[src/rtl/chord_pkg.sv]
// Shared definitions for the chord scheduler: FSM states, datapath widths
// and the 16-bit saturation limits used when CHORD_SAT_EN is defined.
package chord_pkg;

    typedef enum logic [1:0] {
        IDLE  = 2'd0,
        ISSUE = 2'd1,
        WAIT  = 2'd2,
        DONE  = 2'd3
    } state_t;

    localparam int STEP_W   = 20;
    localparam int SAMPLE_W = 16;
    localparam int ACC_W    = 18;

    localparam logic signed [ACC_W-1:0] SAT_MAX = 18'sd32767;
    localparam logic signed [ACC_W-1:0] SAT_MIN = -18'sd32768;

endpackage

[src/rtl/chord_scheduler_mix_round.sv]
// Converts the 18-bit signed mix accumulator to the 16-bit output sample.
// Build option CHORD_SAT_EN: saturate to the 16-bit range; otherwise the
// accumulator is arithmetically shifted right by 2 and truncated.
module mix_round
    import chord_pkg::*;
(
    input  logic signed [ACC_W-1:0]    acc,
    output logic signed [SAMPLE_W-1:0] mix
);

`ifdef CHORD_SAT_EN
    // Clamp the accumulator into the signed 16-bit range
    always_comb begin
        if (acc > SAT_MAX) begin
            mix = SAMPLE_W'(SAT_MAX);
        end else if (acc < SAT_MIN) begin
            mix = SAMPLE_W'(SAT_MIN);
        end else begin
            mix = SAMPLE_W'(acc);
        end
    end
`else
    // Scale down by 4 so a full chord of voices cannot wrap the output
    always_comb begin
        mix = SAMPLE_W'(acc >>> 2);
    end
`endif

endmodule

[src/rtl/chord_scheduler.sv]
// Chord scheduler: on each codec request, pulses the enabled sine-reader
// voices one at a time, sums their samples and delivers one mixed sample.
// Build option CHORD_SAT_EN selects saturation in mix_round instead of >>>2.
module chord_scheduler
    import chord_pkg::*;
#(
    parameter int NUM_VOICES = 3,
    parameter int TIMEOUT    = 4
)
(
    input  logic                           clk,
    input  logic                           reset,
    input  logic                           sample_req,
    input  logic [NUM_VOICES-1:0]          voice_en,
    input  logic                           load_en,
    input  logic [1:0]                     load_idx,
    input  logic [STEP_W-1:0]              load_step,
    output logic [NUM_VOICES*STEP_W-1:0]   step_size,
    output logic [NUM_VOICES-1:0]          gen_next,
    input  logic [NUM_VOICES-1:0]          voice_ready,
    input  logic [NUM_VOICES*SAMPLE_W-1:0] voice_sample,
    output logic [SAMPLE_W-1:0]            mix_sample,
    output logic                           mix_valid,
    output logic                           busy,
    output logic                           overrun,
    output logic                           timeout_err,
    input  logic                           err_clr
);

    localparam int CNT_W = $clog2(TIMEOUT + 1);
    localparam logic [CNT_W-1:0] CNT_LAST = CNT_W'(TIMEOUT - 1);

    state_t                   state, state_nxt;
    logic [1:0]               idx, idx_nxt;
    logic [NUM_VOICES-1:0]    en_mask, en_mask_nxt;
    logic signed [ACC_W-1:0]  acc, acc_nxt;
    logic [CNT_W-1:0]         wait_cnt, wait_cnt_nxt;
    logic                     timeout_hit;
    logic                     overrun_hit;
    logic                     sel_ready;
    logic [SAMPLE_W-1:0]      sel_sample;
    logic [2:0]               first_pick, next_pick;
    logic signed [SAMPLE_W-1:0] mix_value;

    // Lowest enabled voice at or above start; bit 2 flags that one was found
    function automatic logic [2:0] find_voice(input logic [NUM_VOICES-1:0] mask,
                                              input logic [2:0] start);
        logic [2:0] pick;
        pick = 3'b000;
        for (int i = NUM_VOICES - 1; i >= 0; i--) begin
            if (mask[i] && (3'(i) >= start)) begin
                pick = {1'b1, 2'(i)};
            end
        end
        return pick;
    endfunction

    // Route the ready pulse and sample of the currently selected voice
    always_comb begin
        sel_ready  = 1'b0;
        sel_sample = '0;
        for (int i = 0; i < NUM_VOICES; i++) begin
            if (idx == 2'(i)) begin
                sel_ready  = voice_ready[i];
                sel_sample = voice_sample[i*SAMPLE_W +: SAMPLE_W];
            end
        end
    end

    // Next-state, accumulation and strobe outputs of the sequencing FSM
    always_comb begin
        state_nxt    = state;
        idx_nxt      = idx;
        en_mask_nxt  = en_mask;
        acc_nxt      = acc;
        wait_cnt_nxt = wait_cnt;
        timeout_hit  = 1'b0;
        first_pick   = find_voice(voice_en, 3'd0);
        next_pick    = find_voice(en_mask, {1'b0, idx} + 3'd1);
        busy         = (state != IDLE);
        mix_valid    = (state == DONE);
        overrun_hit  = sample_req && (state != IDLE);
        gen_next     = '0;
        for (int i = 0; i < NUM_VOICES; i++) begin
            gen_next[i] = (state == ISSUE) && (idx == 2'(i));
        end

        case (state)
            IDLE: begin
                if (sample_req) begin
                    en_mask_nxt = voice_en;
                    acc_nxt     = '0;
                    idx_nxt     = first_pick[1:0];
                    state_nxt   = first_pick[2] ? ISSUE : DONE;
                end
            end
            ISSUE: begin
                wait_cnt_nxt = '0;
                state_nxt    = WAIT;
            end
            WAIT: begin
                if (sel_ready || (wait_cnt == CNT_LAST)) begin
                    if (sel_ready) begin
                        acc_nxt = acc + {{(ACC_W-SAMPLE_W){sel_sample[SAMPLE_W-1]}}, sel_sample};
                    end else begin
                        timeout_hit = 1'b1;
                    end
                    if (next_pick[2]) begin
                        idx_nxt   = next_pick[1:0];
                        state_nxt = ISSUE;
                    end else begin
                        state_nxt = DONE;
                    end
                end else begin
                    wait_cnt_nxt = wait_cnt + CNT_W'(1);
                end
            end
            DONE: begin
                state_nxt = IDLE;
            end
            default: begin
                state_nxt = IDLE;
            end
        endcase
    end

    // FSM registers, the mixed output sample and the sticky status flags
    always_ff @(posedge clk) begin
        if (!reset) begin
            state       <= IDLE;
            idx         <= '0;
            en_mask     <= '0;
            acc         <= '0;
            wait_cnt    <= '0;
            mix_sample  <= '0;
            overrun     <= 1'b0;
            timeout_err <= 1'b0;
        end else begin
            state    <= state_nxt;
            idx      <= idx_nxt;
            en_mask  <= en_mask_nxt;
            acc      <= acc_nxt;
            wait_cnt <= wait_cnt_nxt;
            if (state_nxt == DONE) begin
                mix_sample <= mix_value;
            end
            if (overrun_hit) begin
                overrun <= 1'b1;
            end else if (err_clr) begin
                overrun <= 1'b0;
            end
            if (timeout_hit) begin
                timeout_err <= 1'b1;
            end else if (err_clr) begin
                timeout_err <= 1'b0;
            end
        end
    end

    // Per-voice step registers; writes to nonexistent voices fall through
    always_ff @(posedge clk) begin
        if (!reset) begin
            step_size <= '0;
        end else begin
            for (int i = 0; i < NUM_VOICES; i++) begin
                if (load_en && (load_idx == 2'(i))) begin
                    step_size[i*STEP_W +: STEP_W] <= load_step;
                end
            end
        end
    end

    mix_round u_mix_round (
        .acc (acc_nxt),
        .mix (mix_value)
    );

endmodule

[config.mk]
export PLATFORM = sky130hd
export DESIGN_NAME = chord_scheduler
export DESIGN_NICKNAME = d
export VERILOG_FILES = /design/src/rtl/chord_pkg.sv /design/src/rtl/chord_scheduler_mix_round.sv /design/src/rtl/chord_scheduler.sv
export SDC_FILE = /design/constraint.sdc
export NUM_CORES = 1
export LEC_CHECK = 0
export ABC_AREA = 1
export BUFFER_PORTS_ARGS = -buffer_cell sky130_fd_sc_hd__buf_2
export CORE_AREA = 5 5 113 115
export DETAILED_ROUTE_END_ITERATION = 7
export DIE_AREA = 0 0 118 120
export PLACE_DENSITY = 0.74
export SETUP_SLACK_MARGIN = 0.02
export SYNTH_ARGS = -nofsm -noshare
export SYNTH_HDL_FRONTEND = slang
export SYNTH_SLANG_ARGS = --single-unit
[constraint.sdc]
create_clock -name clk -period 2.34 [get_ports clk]
set_input_delay 0.117 -clock clk [delete_from_list [all_inputs] [get_ports clk]]
set_output_delay 0.117 -clock clk [all_outputs]
set_load 0.05 [all_outputs]
# --- After elaboration in Yosys (flattened, before gate mapping) ---
# Index checks and enable logic that the tools add are counted.
word_totals:
  register_bits: 106
  inputBits: 81
  word_cells: 88
op_classes:
  add_sub_neg: 3
  magnitude_cmp: 3
  eq_ne: 14
  mux: 33
  n_reduce_logical: 23
op_table:
  columns: ["cell", "count"]
  rows:
  - ["two-way mux 18 bit", 3]
  - ["two-way mux 16 bit", 3]
  - ["case mux 18 bit (2 select lines)", 1]
  - ["two-way mux 3 bit", 7]
  - ["adder 18 bit", 1]
  - ["two-way mux 2 bit", 7]
  - ["== test 2 bit, second input constant", 5]
  - ["logical AND 1 bit", 10]
  - ["!= test 2 bit, second input constant", 5]
  - ["nonzero test 2 bit", 5]
  - ["two-way mux 1 bit", 9]
  - ["case mux 2 bit (4 select lines)", 1]
  - ["AND reduction 4 bit", 2]
  - ["== test 2 x 1 -> 1 bit, second input constant", 3]
  - [">= comparator 1 x 3 -> 1 bit, first input constant", 2]
  - ["zero test 2 bit", 3]
  - ["case mux 3 bit (2 select lines)", 1]
  - ["case mux 2 bit (2 select lines)", 1]
  - ["AND reduction 2 bit", 2]
  - ["adder 2 x 1 -> 3 bit, second input constant", 1]
  - ["adder 3 x 1 -> 3 bit, second input constant", 1]
  - ["== test 3 x 2 -> 1 bit, second input constant", 1]
  - [">= comparator 2 x 3 -> 1 bit, first input constant", 1]
  - ["logical OR 1 bit", 1]

# --- Logic depth before layout (Yosys ltp) ---
# Gate-level depths: netlist of run 1.
logic_depth:
  ltp_word: 10
  mapped_depth: 20

# --- By module ---
# From an unflattened synthesis of run 1, not the netlist that was laid out.
hier_totals:
  cells_unflattened: 834
  hier_area_um2: 5600.4
modules_own_cells:
  columns: ["mod", "instances", "cells_each", "area_per_inst_um2", "seq_area_each_um2"]
  rows:
  - ["chord_scheduler", 1, 818, 5480.3, 2102.0]
  - ["mix_round", 1, 16, 120.1, 0.0]

# --- Least setup slack after synthesis of run 1 ---
# OpenSTA, ideal clock, no wires.
synth_path:
  path_type: "reg-to-reg"
  from: "reg idx[0]"
  to: "reg mix_sample[7]"
  setup_ps: 116
  t_arrival_ps: 2439
  t_required_ps: 2224
  path_slack_ps: -215
  stages_incl_launch_ff: 17
  n_path_buf: 1
  path_cell_list: "dfxtp_1 nor2_1 clkbuf_1 inv_1 o22ai_1 nor2_1 ha_1 nand2_1 nand3_1 nand2_1 nand2_1 a21oi_1 or2_2 nand3_1 nand2_1 nor2_1 nor2_1"
synth_between:
  elab_chain_len: 10
  word_cells_on_any_way: 28
synth_rtl:
  columns: ["item", "line", "text"]
  rows:
  - ["from (decl)", "chord_scheduler.sv:34", "logic [1:0] idx, idx_nxt;"]
  - ["from (signal assigned)", "chord_scheduler.sv:140", "idx <= idx_nxt;"]
  - ["adder 2 x 1 -> 3 bit", "chord_scheduler.sv:79", "next_pick = find_voice(en_mask, {1'b0, idx} + 3'd1);"]
  - [">= comparator 2 x 3 -> 1 bit", "chord_scheduler.sv:51", "if (mask[i] && (3'(i) >= start)) begin"]
  - ["logical AND 1 bit", "chord_scheduler.sv:51", null]
  - ["two-way mux 3 bit (3 in series)", "chord_scheduler.sv:51", null]
  - ["two-way mux 2 bit", "chord_scheduler.sv:108", "if (next_pick[2]) begin"]
  - ["two-way mux 2 bit", "chord_scheduler.sv:102", "if (sel_ready || (wait_cnt == CNT_LAST)) begin"]
  - ["case mux 2 bit (4 select lines)", "chord_scheduler.sv:88", "case (state)"]
  - ["== test 2 bit", "chord_scheduler.sv:144", "if (state_nxt == DONE) begin"]
  - ["to (signal assigned)", "chord_scheduler.sv:145", "mix_sample <= mix_value;"]
  - ["to (decl)", "chord_scheduler.sv:22", "output logic [SAMPLE_W-1:0] mix_sample,"]
# Several ways; a longest one is shown, not always the timed one. The select of a mux whose other input is x is not followed.
# A chain may end at the register's enable or synchronous reset.

# --- Final worst setup path of run 1 ---
layout_path:
  from: "reg idx[0]"
  to: "reg mix_sample[15]"
# Same word-level chain as after synthesis.

==> results of run 1 <==
## flip-flops by register name, summed over array words and instances (netlist names)
| name | count |
|---|---|
| step_size | 60 |
| acc | 18 |
| mix_sample | 16 |
| wait_cnt | 3 |
| en_mask | 2 |
| idx | 2 |
| state | 2 |
| overrun | 1 |
| timeout_err | 1 |
## path summary, 6_finish.rpt
check | to | depth (start not counted) | slack, ns
max | mix_sample[15]$_SDFFE_PN0N_ | 17 | -0.09
max reg2reg | mix_sample[15]$_SDFFE_PN0N_ | 17 | -0.09
min | overrun$_SDFFE_PN0P_ | 4 | 0.04
min reg2reg | step_size[46]$_SDFFE_PN0P_ | 2 | 0.44
## logic make-up (layout without fill, tap and decap cells)
group	count (synthesis)	after routing	share of synthesized area
xor+xnor	4	4	0.006520
simple gates	392	392	0.3003
fa+ha+maj	20	20	0.04796
flops	105	105	0.3912
buf+inv	125	327	0.09243
compound gates	167	167	0.1616
## cell usage after synthesis
cell type	n	share of area
sky130_fd_sc_hd__nand2_1	181	0.13
sky130_fd_sc_hd__nor2_1	140	0.098
sky130_fd_sc_hd__dfxtp_1	105	0.39
sky130_fd_sc_hd__inv_1	91	0.064
sky130_fd_sc_hd__o21ai_0	76	0.071
sky130_fd_sc_hd__a21oi_1	69	0.064
sky130_fd_sc_hd__nand3_1	53	0.049
sky130_fd_sc_hd__clkbuf_1	25	0.017
sky130_fd_sc_hd__ha_1	19	0.044
sky130_fd_sc_hd__o22ai_1	8	0.0093
sky130_fd_sc_hd__o21ai_1	7	0.0065
sky130_fd_sc_hd__a21oi_2	4	0.0065
sky130_fd_sc_hd__buf_1	3	0.0021
sky130_fd_sc_hd__nand4_1	3	0.0035
sky130_fd_sc_hd__nor2_2	3	0.0035
sky130_fd_sc_hd__xnor2_1	3	0.0049
sky130_fd_sc_hd__and2_1	2	0.0023
sky130_fd_sc_hd__nand2_2	2	0.0023
sky130_fd_sc_hd__nand2_4	2	0.0042
sky130_fd_sc_hd__nor3_1	2	0.0019
sky130_fd_sc_hd__o21a_1	2	0.0028
sky130_fd_sc_hd__buf_2	1	0.00093
sky130_fd_sc_hd__buf_6	1	0.0021
sky130_fd_sc_hd__buf_8	1	0.0028
sky130_fd_sc_hd__fa_1	1	0.0037
sky130_fd_sc_hd__inv_2	1	0.00070
sky130_fd_sc_hd__inv_4	1	0.0012
sky130_fd_sc_hd__inv_6	1	0.0016
sky130_fd_sc_hd__nand3_2	1	0.0019
sky130_fd_sc_hd__nand4_2	1	0.0023
sky130_fd_sc_hd__nor2_8	1	0.0037
sky130_fd_sc_hd__o21bai_1	1	0.0014
sky130_fd_sc_hd__or2_2	1	0.0012
sky130_fd_sc_hd__xor2_1	1	0.0016
## area by class of cell
type                            count  area share
Sequential cell                   105      0.2852
Clock buffer                       12     0.03468
Tap cell                          147     0.02486
Inverter                           94     0.04973
Timing Repair Buffer              217      0.1683
Multi-Input combinational cell    583      0.4303
Clock inverter                      4    0.006935
## cell usage in the layout (no fill, tap or decap), drive strengths merged
cell type	n
o22ai	8
fa	1
nor2	144
nand4	4
nand3	54
inv	94
o21ai	83
o21a	2
nor3	2
clkinv	2
xor2	1
clkinvlp	1
buf	217
ha	19
clkbuf	12
a21oi	73
dfxtp	105
nand2	185
xnor2	3
or2	1
and2	2
bufinv	1
o21bai	1
## per-layer routing
layer  routed length, um  vias to the layer above  GRT usage
li1                    -                     2987          -
met1                6914                     2615     0.2596
met2                7727                      201     0.3656
met3                1362                       23    0.06268
met4                 367                        0    0.08530
met5                   0                        -          0
## power groups by stage
stage	Clock [mW]	Combinational, mW	Sequential, mW
after global placement	0	2.26	2.09
after floorplan	0	1.18	2.47
after detailed placement	0	2.28	2.09
after global routing	1.64	2.91	2.08
after CTS	1.57	2.38	2.06
final	1.53	2.67	2.07
## stage by stage
| step | instances | worst slack [ns] | TNS, ns |
|---|---|---|---|
| CTS | 1156 | 0.01509 | 0 |
| global placement | 1135 | -0.1163 | -0.5430 |
| floorplan | 813 | 0.02850 | 0 |
| detailed placement | 1135 | -0.1319 | -1.015 |
| finish | 1162 | -0.08516 | -0.09694 |
| global route | 1162 | -0.2486 | -2.883 |
## repair_timing
item / in CTS / in global routing
pin swaps: 28 / 50
endpoints found under the hold margin: 0 / 0
buffers inserted: 5 / 6
gates resized for setup: 39 / 67
setup endpoints to repair: 19 / 28
gates cloned: 0 / 0
## critical path: cells and delay by family, from the launching register on
| family | cells | cell delay (ns) |
|---|---|---|
| buffers and inverters | 3 | 0.19 |
| AO/OA/AOI/OAI | 2 | 0.32 |
| AND/OR/NAND/NOR | 11 | 1.07 |
| adder cells (fa/ha/maj) | 1 | 0.37 |
| flip-flops | 1 | 0.37 |
==> metrics.md, run 1 <==
| Metric | Value |
|---|---|
| Outcome | finished with violations |
| Violations in the final reports | setup timing |
| DRC viols | 0 |
| Worst slew margin relative to its limit | 0.5258 |
| CP Cell Sequence | nor2_4, inv_4, o22ai_2, nor2_1, ha_1, nand2_2, inv_1, a21oi_1, nand2_1, nand2_1, nand3_1, nand2_1, nand3_1, nand2_2, nand3_1, nand2_1, inv_1 |
| Combinational share of power | 0.425 |
| CTS clk-pin slew, worst paths | 0.07 ns |
| Average routed wire per standard cell | 14.09 um |
| Hold crit path type | in2reg |
| Pin count of the biggest net entering global routing | 36 |
| Number of buffers between clock root and the deepest sink | 2 |
| Fillers | 1092 |
| Relative contribution of sequential cells to total power | 0.330 |
| Internal power summed over all cells | 3.800 mW |
| Number of different library cells in the post-synthesis netlist | 34 |
| Power density over the cells | 847.3 nW/um^2 |
| Worst-case setup margin in the final layout | -0.08516 ns |
| Diode count | 0 |
| Starting density of the core | 0.4589 |
| Synth Warn # | 0 |
| Element type at the critical path end | flop |
| Clk_skew | 0.007219 ns |
| Vias in the first global route | 5447 |
| Highest clock frequency the design can meet | 412.3 MHz |
| Count of buffers from port buffering | 163 |
| CTS tree | done |
| Maximum vdd drop | 541.1 uV |
| Crit path DAT | 2.67 ns |
| # rows | 40 |
| Data required time of the critical path | 2.58 ns |
| Transition time of the tightest slew-check pin | 0.7105 ns |
| Pins over their slew limit | 0 |
| Flip-flop and latch count after synthesis | 105 |
| Launch point of the worst reg-to-reg path | idx[0]$_SDFFE_PN0P_ |
| Minimum period implied by the final worst setup slack | 2.425 ns |
| Start point of the worst min-delay path | err_clr |
| Placeable Area | 11710 um^2 |
| Setup violations, final | 3 |
| Largest driver fanout on the critical path | 8 |
| Total cell area at the placement stage | 6586 um^2 |
| Post-synthesis cell area | 5374 um^2 |
| Residual overflow from global routing | 0 |
| Wire length after detailed routing | 16370 um |
| Total chip power | 6.267 mW |
| HPWL Detailed | 12160 um |
| Cell with the most instances on the worst path | sky130_fd_sc_hd__nand2_1 |
| Kind of start point of the critical path | flop |
| GPL Wtd Cong | 0.9296 |
| Switching Fraction | 0.3937 |
| Global-route wire length before repair | 25610 um |
| Root buffer cell | sky130_fd_sc_hd__clkbuf_16 |
| Synthesis-to-layout area growth | 37.65% |
| Leakage Power | 3.724 nW |
| Part of the power in the clock network | 0.245 |
| Layout Nets | 1111 |
| Width of the chip | 118 um |
| Number of antenna violations at the first check in global routing | 0 |
| Num CTS Buffers | 9 |
| Number of hold-repair buffers added at the cts stage | 0 |
| Origin of the worst setup path | idx[0]$_SDFFE_PN0P_ |
| Clock sinks | 105 |
| Final standard cell utilization of the core | 0.6316 |
| Final period utilization | 1.036 |
| Detailed Route Iter0 Violations | 295 |
| Length of the first detailed-routing pass in iterations | 5 |
| RSZ-0062 raised after global routing | yes |
| Critical-path top delay cell | sky130_fd_sc_hd__dfxtp_4 |
| Area used by sequential logic in the layout | 2110 um^2 |
| I/O pins | 164 |
| Kind of critical path | reg2reg |
| Non-Filler Cell Area, Final | 7397 um^2 |
| Switch Pwr | 2.467 mW |
| Total Routing Usage GR | 0.2166 |
| Post-Route Hold Slack | 0.03524 ns |
| Mapped Cells | 813 |
| Vias per inst | 5.014 |
| Register area share after synthesis | 0.3912 |
| Slowest stage delay, CP | 0.37 ns |
| Total Die Area | 14160 um^2 |
| Mean Syn Cell Area | 6.610 um^2 |
| Combined area of the multi-input logic cells | 3183 um^2 |
| Height of the die | 120 um |
| Layout cells sized above 1 | 0.3379 |
| Number of max-cap violations | 0 |
| Later-pin clock latency in the skew report | 0.34 ns |
| Count of antenna-violating nets left after detailed routing | 0 |
| Number of levels the H-tree was split into | 3 |
| Number of nets in the synthesized netlist | 914 |
| Vias post-DR | 5826 |
| Number of endpoints with negative hold slack in the final report | 0 |
Note: power is estimated with default switching activity, not from simulation.
==> inputs of run 2 (changes only) <==
- CELL_PAD_IN_SITES_DETAIL_PLACEMENT: unset -> 1
- CELL_PAD_IN_SITES_GLOBAL_PLACEMENT: unset -> 1
- CORE_AREA: 5 5 113 115 -> 5 5 136 138
- DIE_AREA: 0 0 118 120 -> 0 0 141 143
- PLACE_DENSITY: 0.74 -> 0.73
==> run 2 against run 1 <==
- the flow still finishes with violations (setup timing)
- power rose by 1.4%
- worst hold slack barely moved
- die area rose by 42%
- clock skew rose by 0.0015 ns
- non-clock buffer count fell by 3
- count of clock-buffer cells in the layout fell by 3
- combinational power barely moved
- critical path depth did not move
- sequential cell count did not move
- cell count rose by 6.5%
- critical endpoint unchanged
- largest cell class unchanged
==> metrics.md, run 2 (synthesis gave the netlist of run 1 again) <==
| Metric | Value |
|---|---|
| Count of antenna-violating nets left after detailed routing | 0 |
| Pins over their slew limit | 0 |
| Number of hold-repair buffers added at the cts stage | 0 |
| CTS tree | done |
| Power density over the cells | 859.8 nW/um^2 |
| Met2 track demand over resource in global routing | 0.3140 |
| Most frequent cells in the layout | 168 x sky130_fd_sc_hd__nand2_1, 163 x sky130_fd_sc_hd__buf_2, 131 x sky130_fd_sc_hd__nor2_1, 103 x sky130_fd_sc_hd__dfxtp_1, 86 x sky130_fd_sc_hd__inv_1 |
| Element type at the critical path end | flop |
| Pin count of the biggest net entering global routing | 41 |
| RSZ-0062 raised after global routing | yes |
| Cell family with the largest share of critical-path delay | simple AND/OR/NAND/NOR gates |
| Total Die Area | 20160 um^2 |
| Number of endpoints with negative hold slack in the final report | 0 |
| Kind of start point of the critical path | flop |
| Number of levels the H-tree was split into | 3 |
| Num CTS Buffers | 9 |
| Logic depth of the worst path, buffers included | 17 |
| Outcome | finished with violations |
| Transition time of the tightest slew-check pin | 0.6992 ns |
| Switching Fraction | 0.3943 |
| Cell with the most instances on the worst path | sky130_fd_sc_hd__nand2_1 |
| Clock sinks | 105 |
| Vias post-DR | 5810 |
| Clk_skew | 0.008723 ns |
| Wire length after detailed routing | 18660 um |
| CP Cell Sequence | inv_2, nor2_4, inv_4, o22ai_2, nor2_1, ha_2, nand2_2, nor2_4, nand2_1, nor2_1, nand2_1, nand4_1, nand3_1, nand2_1, nand3_1, nand2_1, inv_1 |
| Height of the die | 143 um |
| Count of buffers from port buffering | 163 |
| Data required time of the critical path | 2.58 ns |
| Fillers | 2261 |
| Layout cells sized above 1 | 0.3073 |
| Worst Path Buf+Inv | 3 |
| Minimum period implied by the final worst setup slack | 2.382 ns |
| Length of the first detailed-routing pass in iterations | 4 |
| Final standard cell count with taps included and fillers excluded | 1237 |
| Starting density of the core | 0.3151 |
| Maximum vdd drop | 389.1 uV |
| Most frequent standard cell in the layout excluding fill and tap cells | sky130_fd_sc_hd__nand2_1 |
| Met3 global-route usage | 0.06296 |
| Later-pin clock latency in the skew report | 0.34 ns |
| Hold crit path type | in2reg |
| Vias per inst | 4.697 |
| Start point of the worst min-delay path | sample_req |
| Crit path DAT | 2.62 ns |
| Residual overflow from global routing | 0 |
| Violations in the final reports | setup timing |
| Detailed Route Iter0 Violations | 175 |
| Critical-path top delay cell | sky130_fd_sc_hd__dfxtp_4 |
| Highest clock frequency the design can meet | 419.8 MHz |
| # rows | 48 |
| Final period utilization | 1.018 |
| Total chip power | 6.353 mW |
| Post-Route Hold Slack | 0.03573 ns |
| Global-route wire length before repair | 30190 um |
| Leakage Power | 3.678 nW |
| Kind of critical path | reg2reg |
| Worst setup slack for register-to-register paths | -0.04 ns |
| Root buffer cell | sky130_fd_sc_hd__clkbuf_16 |
| Switch Pwr | 2.505 mW |
| Busiest layer in global routing | met2 |
| Diode count | 0 |
| Number of max-cap violations | 0 |
| Setup violations, final | 5 |
| Worst slew margin relative to its limit | 0.5333 |
| Number of placed instances with taps included | 1216 |
| Number of flip-flops in the largest register | 60 |
| Biggest registers after layout | step_size x60, acc x18, mix_sample x16 |
| Combinational share of power | 0.415 |
| R2R cell count | 17 |
| Number of antenna violations at the first check in global routing | 0 |
| CTS clk-pin slew, worst paths | 0.08 ns |
| Launch point of the worst reg-to-reg path | idx[1]$_SDFFE_PN0P_ |
| Worst hold path depth | 3 |
| Vias in the first global route | 5985 |
| Synthesis-to-layout area growth | 37.49% |
| Layout Nets | 1108 |
| Area used by sequential logic in the layout | 2110 um^2 |
| I/O pins | 164 |
| Number of buffers between clock root and the deepest sink | 2 |
| Worst flop-to-flop path endpoint | mix_sample[15]$_SDFFE_PN0N_ |
| Worst-case setup margin in the final layout | -0.04182 ns |
| Min-Delay Endpoint | overrun$_SDFFE_PN0P_ |
| Largest register by flop count | step_size |
| Largest driver fanout on the critical path | 8 |
| Slowest stage delay, CP | 0.38 ns |
| DRC viols | 0 |
| Combined area of the multi-input logic cells | 3085 um^2 |
| Internal power summed over all cells | 3.848 mW |
| Placeable Area | 17060 um^2 |
| Global Route met1 Usage | 0.2254 |
| HPWL Detailed | 14540 um |
| Relative contribution of sequential cells to total power | 0.326 |
| GPL Wtd Cong | 0.7849 |
| Total Routing Usage GR | 0.1849 |
| Average routed wire per standard cell | 15.08 um |
| Width of the chip | 141 um |
| Part of the power in the clock network | 0.259 |
==> run 2: power groups by stage <==
| stage | registers [mW] | logic [mW] | clock network, mW |
|---|---|---|---|
| final | 2.07 | 2.64 | 1.64 |
| after global routing | 2.09 | 2.90 | 1.78 |
| after CTS | 2.07 | 2.60 | 1.69 |
| after detailed placement | 2.10 | 2.38 | 0 |
| after global placement | 2.09 | 2.35 | 0 |
| after floorplan | 2.47 | 1.18 | 0 |
==> run 2: worst reg2reg max path, cell delays in order, from the launching register on <==
cell and delay, ns:
sky130_fd_sc_hd__dfxtp_4 0.38, sky130_fd_sc_hd__inv_2 0.06, sky130_fd_sc_hd__nor2_4 0.17, sky130_fd_sc_hd__inv_4 0.09, sky130_fd_sc_hd__o22ai_2 0.09, sky130_fd_sc_hd__nor2_1 0.07, sky130_fd_sc_hd__ha_2 0.38, sky130_fd_sc_hd__nand2_2 0.10
sky130_fd_sc_hd__nor2_4 0.16, sky130_fd_sc_hd__nand2_1 0.07, sky130_fd_sc_hd__nor2_1 0.10, sky130_fd_sc_hd__nand2_1 0.09, sky130_fd_sc_hd__nand4_1 0.13, sky130_fd_sc_hd__nand3_1 0.13, sky130_fd_sc_hd__nand2_1 0.11, sky130_fd_sc_hd__nand3_1 0.07
sky130_fd_sc_hd__nand2_1 0.07, sky130_fd_sc_hd__inv_1 0.03
==> run 2: worst max-delay path by stage <==
stage | startpoint | slack (ns) | endpoint
floorplan | idx[1]$_SDFFE_PN0P_ | 0.03 | mix_sample[7]$_SDFFE_PN0N_
global placement | idx[1]$_SDFFE_PN0P_ | -0.11 | mix_sample[10]$_SDFFE_PN0N_
detailed placement | idx[1]$_SDFFE_PN0P_ | -0.17 | mix_sample[10]$_SDFFE_PN0N_
CTS | idx[0]$_SDFFE_PN0P_ | -0.01 | mix_sample[10]$_SDFFE_PN0N_
global route | idx[1]$_SDFFE_PN0P_ | -0.25 | mix_sample[15]$_SDFFE_PN0N_
finish | idx[1]$_SDFFE_PN0P_ | -0.04 | mix_sample[15]$_SDFFE_PN0N_
==> run 2: timing repair <==
action / in CTS / in global routing
pin swaps: 20 / 6
setup buffers: 5 / 0
gates resized for setup: 56 / 15
endpoints found under the setup margin: 25 / 27
==> run 2: area by class of cell <==
type | instances | area share
Sequential cell | 105 | 0.2855
Tap cell | 225 | 0.03810
Inverter | 94 | 0.04945
Clock buffer | 9 | 0.03048
Multi-Input combinational cell | 583 | 0.4176
Timing Repair Buffer | 214 | 0.1649
Clock inverter | 7 | 0.01389
==> run 2: through the flow <==
stage | TNS [ns] | instance area [um^2] | setup WS, ns | utilization
after detailed placement | -2.070 | 6706 | -0.1654 | 0.3932
after CTS | -0.02139 | 7328 | -0.01025 | 0.4297
after global placement | -0.6734 | 6706 | -0.1120 | 0.3932
final | -0.06193 | 7388 | -0.04182 | 0.4332
after floorplan | 0 | 5398 | 0.02850 | -
after global routing | -3.194 | 7388 | -0.2469 | 0.4332
==> run 2: metal layers <==
layer | part of all wire | vias to the layer above
met5 | 0 | -
met4 | 0.012 | 0
met3 | 0.070 | 13
met2 | 0.48 | 115
met1 | 0.44 | 2697
li1 | - | 2985
==> inputs of run 3 (changes only) <==
- ABC_AREA: 1 -> unset
- CORE_AREA: 5 5 136 138 -> 5 5 151 117
- DIE_AREA: 0 0 141 143 -> 0 0 156 122
==> run 3 against run 2 <==
- clock power decreased by 9%
- core utilization rose by 3.7 points
- worst hold slack got worse by 0.022 ns
- fmax down 15%
- non-clock buffer count up 54
- largest cell class unchanged
- power rose by 9.6%
- synthesized area shrank 3.3%
- sequential power barely moved
- clock skew up 0.0020 ns
- first-iteration DRC count increased by 51%
- sequential cell count did not move
- die area shrank 5.6%
- the flow still finishes with violations (setup timing)
==> metrics.md, run 3 <==
| Metric | Value |
|---|---|
| Outcome | finished with violations |
| Violations in the final reports | setup timing |
| Total Routing Usage GR | 0.1943 |
| Post-synth ARST share | 0 |
| Detailed Route Iter0 Violations | 265 |
| Worst hold path depth | 3 |
| Height of the die | 122 um |
| Number of antenna violations at the first check in global routing | 1 |
| Count of antenna-violating nets left after detailed routing | 0 |
| Mapped Cells | 653 |
| Vias post-DR | 5608 |
| Number of placed instances with taps included | 1064 |
| Number of different library cells in the post-synthesis netlist | 62 |
| Launch point of the worst reg-to-reg path | idx[1]$_SDFFE_PN0P_ |
| Data required time of the critical path | 2.59 ns |
| Number of levels the H-tree was split into | 3 |
| Flip-flop and latch count after synthesis | 105 |
| Crit path DAT | 3.03 ns |
| Min-Delay Endpoint | step_size[44]$_SDFFE_PN0P_ |
| Minimum period implied by the final worst setup slack | 2.788 ns |
| Leakage Power | 3.372 nW |
| Worst flop-to-flop path endpoint | mix_sample[11]$_SDFFE_PN0N_ |
| GPL Wtd Cong | 0.8708 |
| Non-Filler Cell Area, Final | 7639 um^2 |
| Number of flip-flops in the largest register | 60 |
| Total Die Area | 19030 um^2 |
| Transition time of the tightest slew-check pin | 0.6903 ns |
| Num CTS Buffers | 9 |
| Count of buffers from port buffering | 163 |
| R2R cell count | 14 |
| Maximum vdd drop | 564.7 uV |
| Power density over the cells | 911.3 nW/um^2 |
| Global-route wire length before repair | 29650 um |
| CTS tree | done |
| Total cell area at the placement stage | 6693 um^2 |
| HPWL Detailed | 13720 um |
| Number of hold-repair buffers added at the cts stage | 0 |
| Clock sinks | 105 |
| Placeable Area | 16260 um^2 |
| Number of buffers between clock root and the deepest sink | 2 |
| Vias per inst | 5.048 |
| Synth Warn # | 0 |
| Largest driver fanout on the critical path | 5 |
| Vias in the first global route | 5679 |
| Largest register by flop count | step_size |
| Highest clock frequency the design can meet | 358.7 MHz |
| Kind of critical path | reg2reg |
| Number of nets in the synthesized netlist | 754 |
| Starting density of the core | 0.3196 |
| Start point of the worst min-delay path | load_step[4] |
| I/O pins | 164 |
| Number of endpoints with negative hold slack in the final report | 0 |
| Root buffer cell | sky130_fd_sc_hd__clkbuf_16 |
| Pins over their slew limit | 0 |
| Final TNS setup | -7.602 ns |
| Average routed wire per standard cell | 17.50 um |
| Area share of the leading cell type in the synthesized netlist | 0.4044 |
| Layout cells sized above 1 | 0.4078 |
| Register area share after synthesis | 0.4044 |
| Worst-case setup margin in the final layout | -0.4480 ns |
| Final standard cell utilization of the core | 0.4697 |
| Width of the chip | 156 um |
| CTS clk-pin slew, worst paths | 0.08 ns |
| Hold crit path type | in2reg |
| Worst setup slack for register-to-register paths | -0.45 ns |
| Cell accounting for the most synthesized area | sky130_fd_sc_hd__dfxtp_1 |
| Biggest registers after layout | step_size x60, acc x18, mix_sample x16 |
| RSZ-0062 raised after global routing | yes |
| Later-pin clock latency in the skew report | 0.36 ns |
| EDFF count, synth | 0 |
| Mean Syn Cell Area | 7.959 um^2 |
| DRC viols | 0 |
| Setup violations, final | 28 |
| Dominant cell by count in the synthesized netlist | sky130_fd_sc_hd__nand2_1 |
| Final period utilization | 1.191 |
| # rows | 41 |
| Most frequent standard cell in the layout excluding fill and tap cells | sky130_fd_sc_hd__buf_2 |
| Kind of start point of the critical path | flop |
| Cells taking the most area after synthesis | sky130_fd_sc_hd__dfxtp_1 40%, sky130_fd_sc_hd__nand2_1 12%, sky130_fd_sc_hd__a21oi_1 9.3% |
| Worst slew margin relative to its limit | 0.5388 |
| Most instantiated flip-flop cell in the synthesis netlist | sky130_fd_sc_hd__dfxtp_1 |
| Element type at the critical path end | flop |
| Synth top cells by count | 164 x sky130_fd_sc_hd__nand2_1, 105 x sky130_fd_sc_hd__dfxtp_1, 97 x sky130_fd_sc_hd__a21oi_1 |
| Length of the first detailed-routing pass in iterations | 4 |
| Layout Nets | 991 |
| Most frequent cells in the layout | 163 x sky130_fd_sc_hd__buf_2, 162 x sky130_fd_sc_hd__nand2_1, 103 x sky130_fd_sc_hd__dfxtp_1, 89 x sky130_fd_sc_hd__buf_4, 88 x sky130_fd_sc_hd__a21oi_1 |
| Post-synthesis cell area | 5197 um^2 |
| Clk_skew | 0.01072 ns |
| Number of max-cap violations | 0 |
| Residual overflow from global routing | 0 |
| Synthesis-to-layout area growth | 46.97% |
| Final standard cell count with taps included and fillers excluded | 1111 |
| Pin count of the biggest net entering global routing | 59 |
| Wire length after detailed routing | 19440 um |
[run 3: cell types whose count changed in the layout (fill, tap and decap cells not counted), sizes merged, moves of 7 or more]
cell,before,now
nor2,144,38
inv,96,11
mux2i,0,19
a211oi,0,7
nand2,185,164
a21oi,73,99
nand3,54,5
o21ai,83,35
a22oi,0,19
buf,214,267
xor2,1,8
[run 3: metrics by stage]
step | setup WS, ns | hold slack [ns] | power, mW
final | -0.4480 | 0.01367 | 6.961
after global routing | -0.5996 | 0.008653 | 7.350
after CTS | -0.4547 | 0.002107 | 6.780
after detailed placement | -0.5583 | 0.3885 | 4.858
after global placement | -0.4754 | 0.3861 | 4.809
after floorplan | -0.2826 | 0.2530 | 3.904
[run 3: metal layers]
layer / up-vias / global-route usage / share of wire / routed length, um
met3: 26 / 0.04830 / 0.053 / 1037
met4: 0 / 0.04647 / 0.018 / 342
met5: - / 0 / 0 / 0
met2: 130 / 0.3232 / 0.48 / 9415
met1: 2721 / 0.2544 / 0.44 / 8642
li1: 2731 / - / - / -
[run 3: area by class of cell]
class                           instances  area (um^2)
Antenna cell                            1        2.502
Sequential cell                       105         2107
Timing Repair Buffer                  268         1733
Clock buffer                            9        225.2
Tap cell                              215        269.0
Multi-Input combinational cell        499         3216
Clock inverter                          7        60.06
Inverter                                7        26.28
Fill cell                            2000         8623
[run 3: how the worst max path moves through the flow]
stage	to	slack (ns)	from	depth (start not counted)
2_1_floorplan	mix_sample[12]$_SDFFE_PN0N_	-0.28	idx[1]$_SDFFE_PN0P_	13
3_3_place_gp	mix_sample[12]$_SDFFE_PN0N_	-0.48	idx[1]$_SDFFE_PN0P_	14
3_5_place_dp	mix_sample[12]$_SDFFE_PN0N_	-0.56	idx[1]$_SDFFE_PN0P_	14
4_1_cts	mix_sample[12]$_SDFFE_PN0N_	-0.45	idx[1]$_SDFFE_PN0P_	12
5_1_grt	mix_sample[11]$_SDFFE_PN0N_	-0.60	idx[1]$_SDFFE_PN0P_	14
6_report	mix_sample[11]$_SDFFE_PN0N_	-0.45	idx[1]$_SDFFE_PN0P_	14
[run 3: worst max-delay path: stages (launching register included)]
cell and delay, ns:
sky130_fd_sc_hd__dfxtp_4 0.40, sky130_fd_sc_hd__buf_6 0.11, sky130_fd_sc_hd__buf_6 0.10, sky130_fd_sc_hd__mux2i_1 0.21, sky130_fd_sc_hd__o21ai_1 0.08, sky130_fd_sc_hd__ha_1 0.34, sky130_fd_sc_hd__o211ai_1 0.28, sky130_fd_sc_hd__o211ai_1 0.14
sky130_fd_sc_hd__buf_4 0.17, sky130_fd_sc_hd__a21oi_4 0.17, sky130_fd_sc_hd__o31ai_4 0.09, sky130_fd_sc_hd__buf_4 0.15, sky130_fd_sc_hd__xor2_1 0.15, sky130_fd_sc_hd__a22oi_1 0.19, sky130_fd_sc_hd__a21oi_1 0.09
[run 3: power breakdown]
group	internal, mW	switching, mW
Combinational	1.43	1.95
Clock	0.744	0.742
Sequential	1.97	0.131
Total	4.14	2.82
[run 3: cell families after synthesis]
kind of cell	after synthesis	synth area share
multiplexers	20	0.03948
XOR/XNOR	15	0.02528
flip-flops	105	0.4044
buffers and inverters	49	0.04333
AND/OR/NAND/NOR	252	0.2106
AO/OA/AOI/OAI	192	0.2273
adder cells (fa/ha/maj)	20	0.04959
[run 3: what timing repair did]
action / 4_1_cts / 5_1_grt
buffers inserted: 23 / 7
pin swaps: 34 / 38
gates resized for setup: 63 / 35
cloned: 1 / 0
setup endpoints to repair: 33 / 40
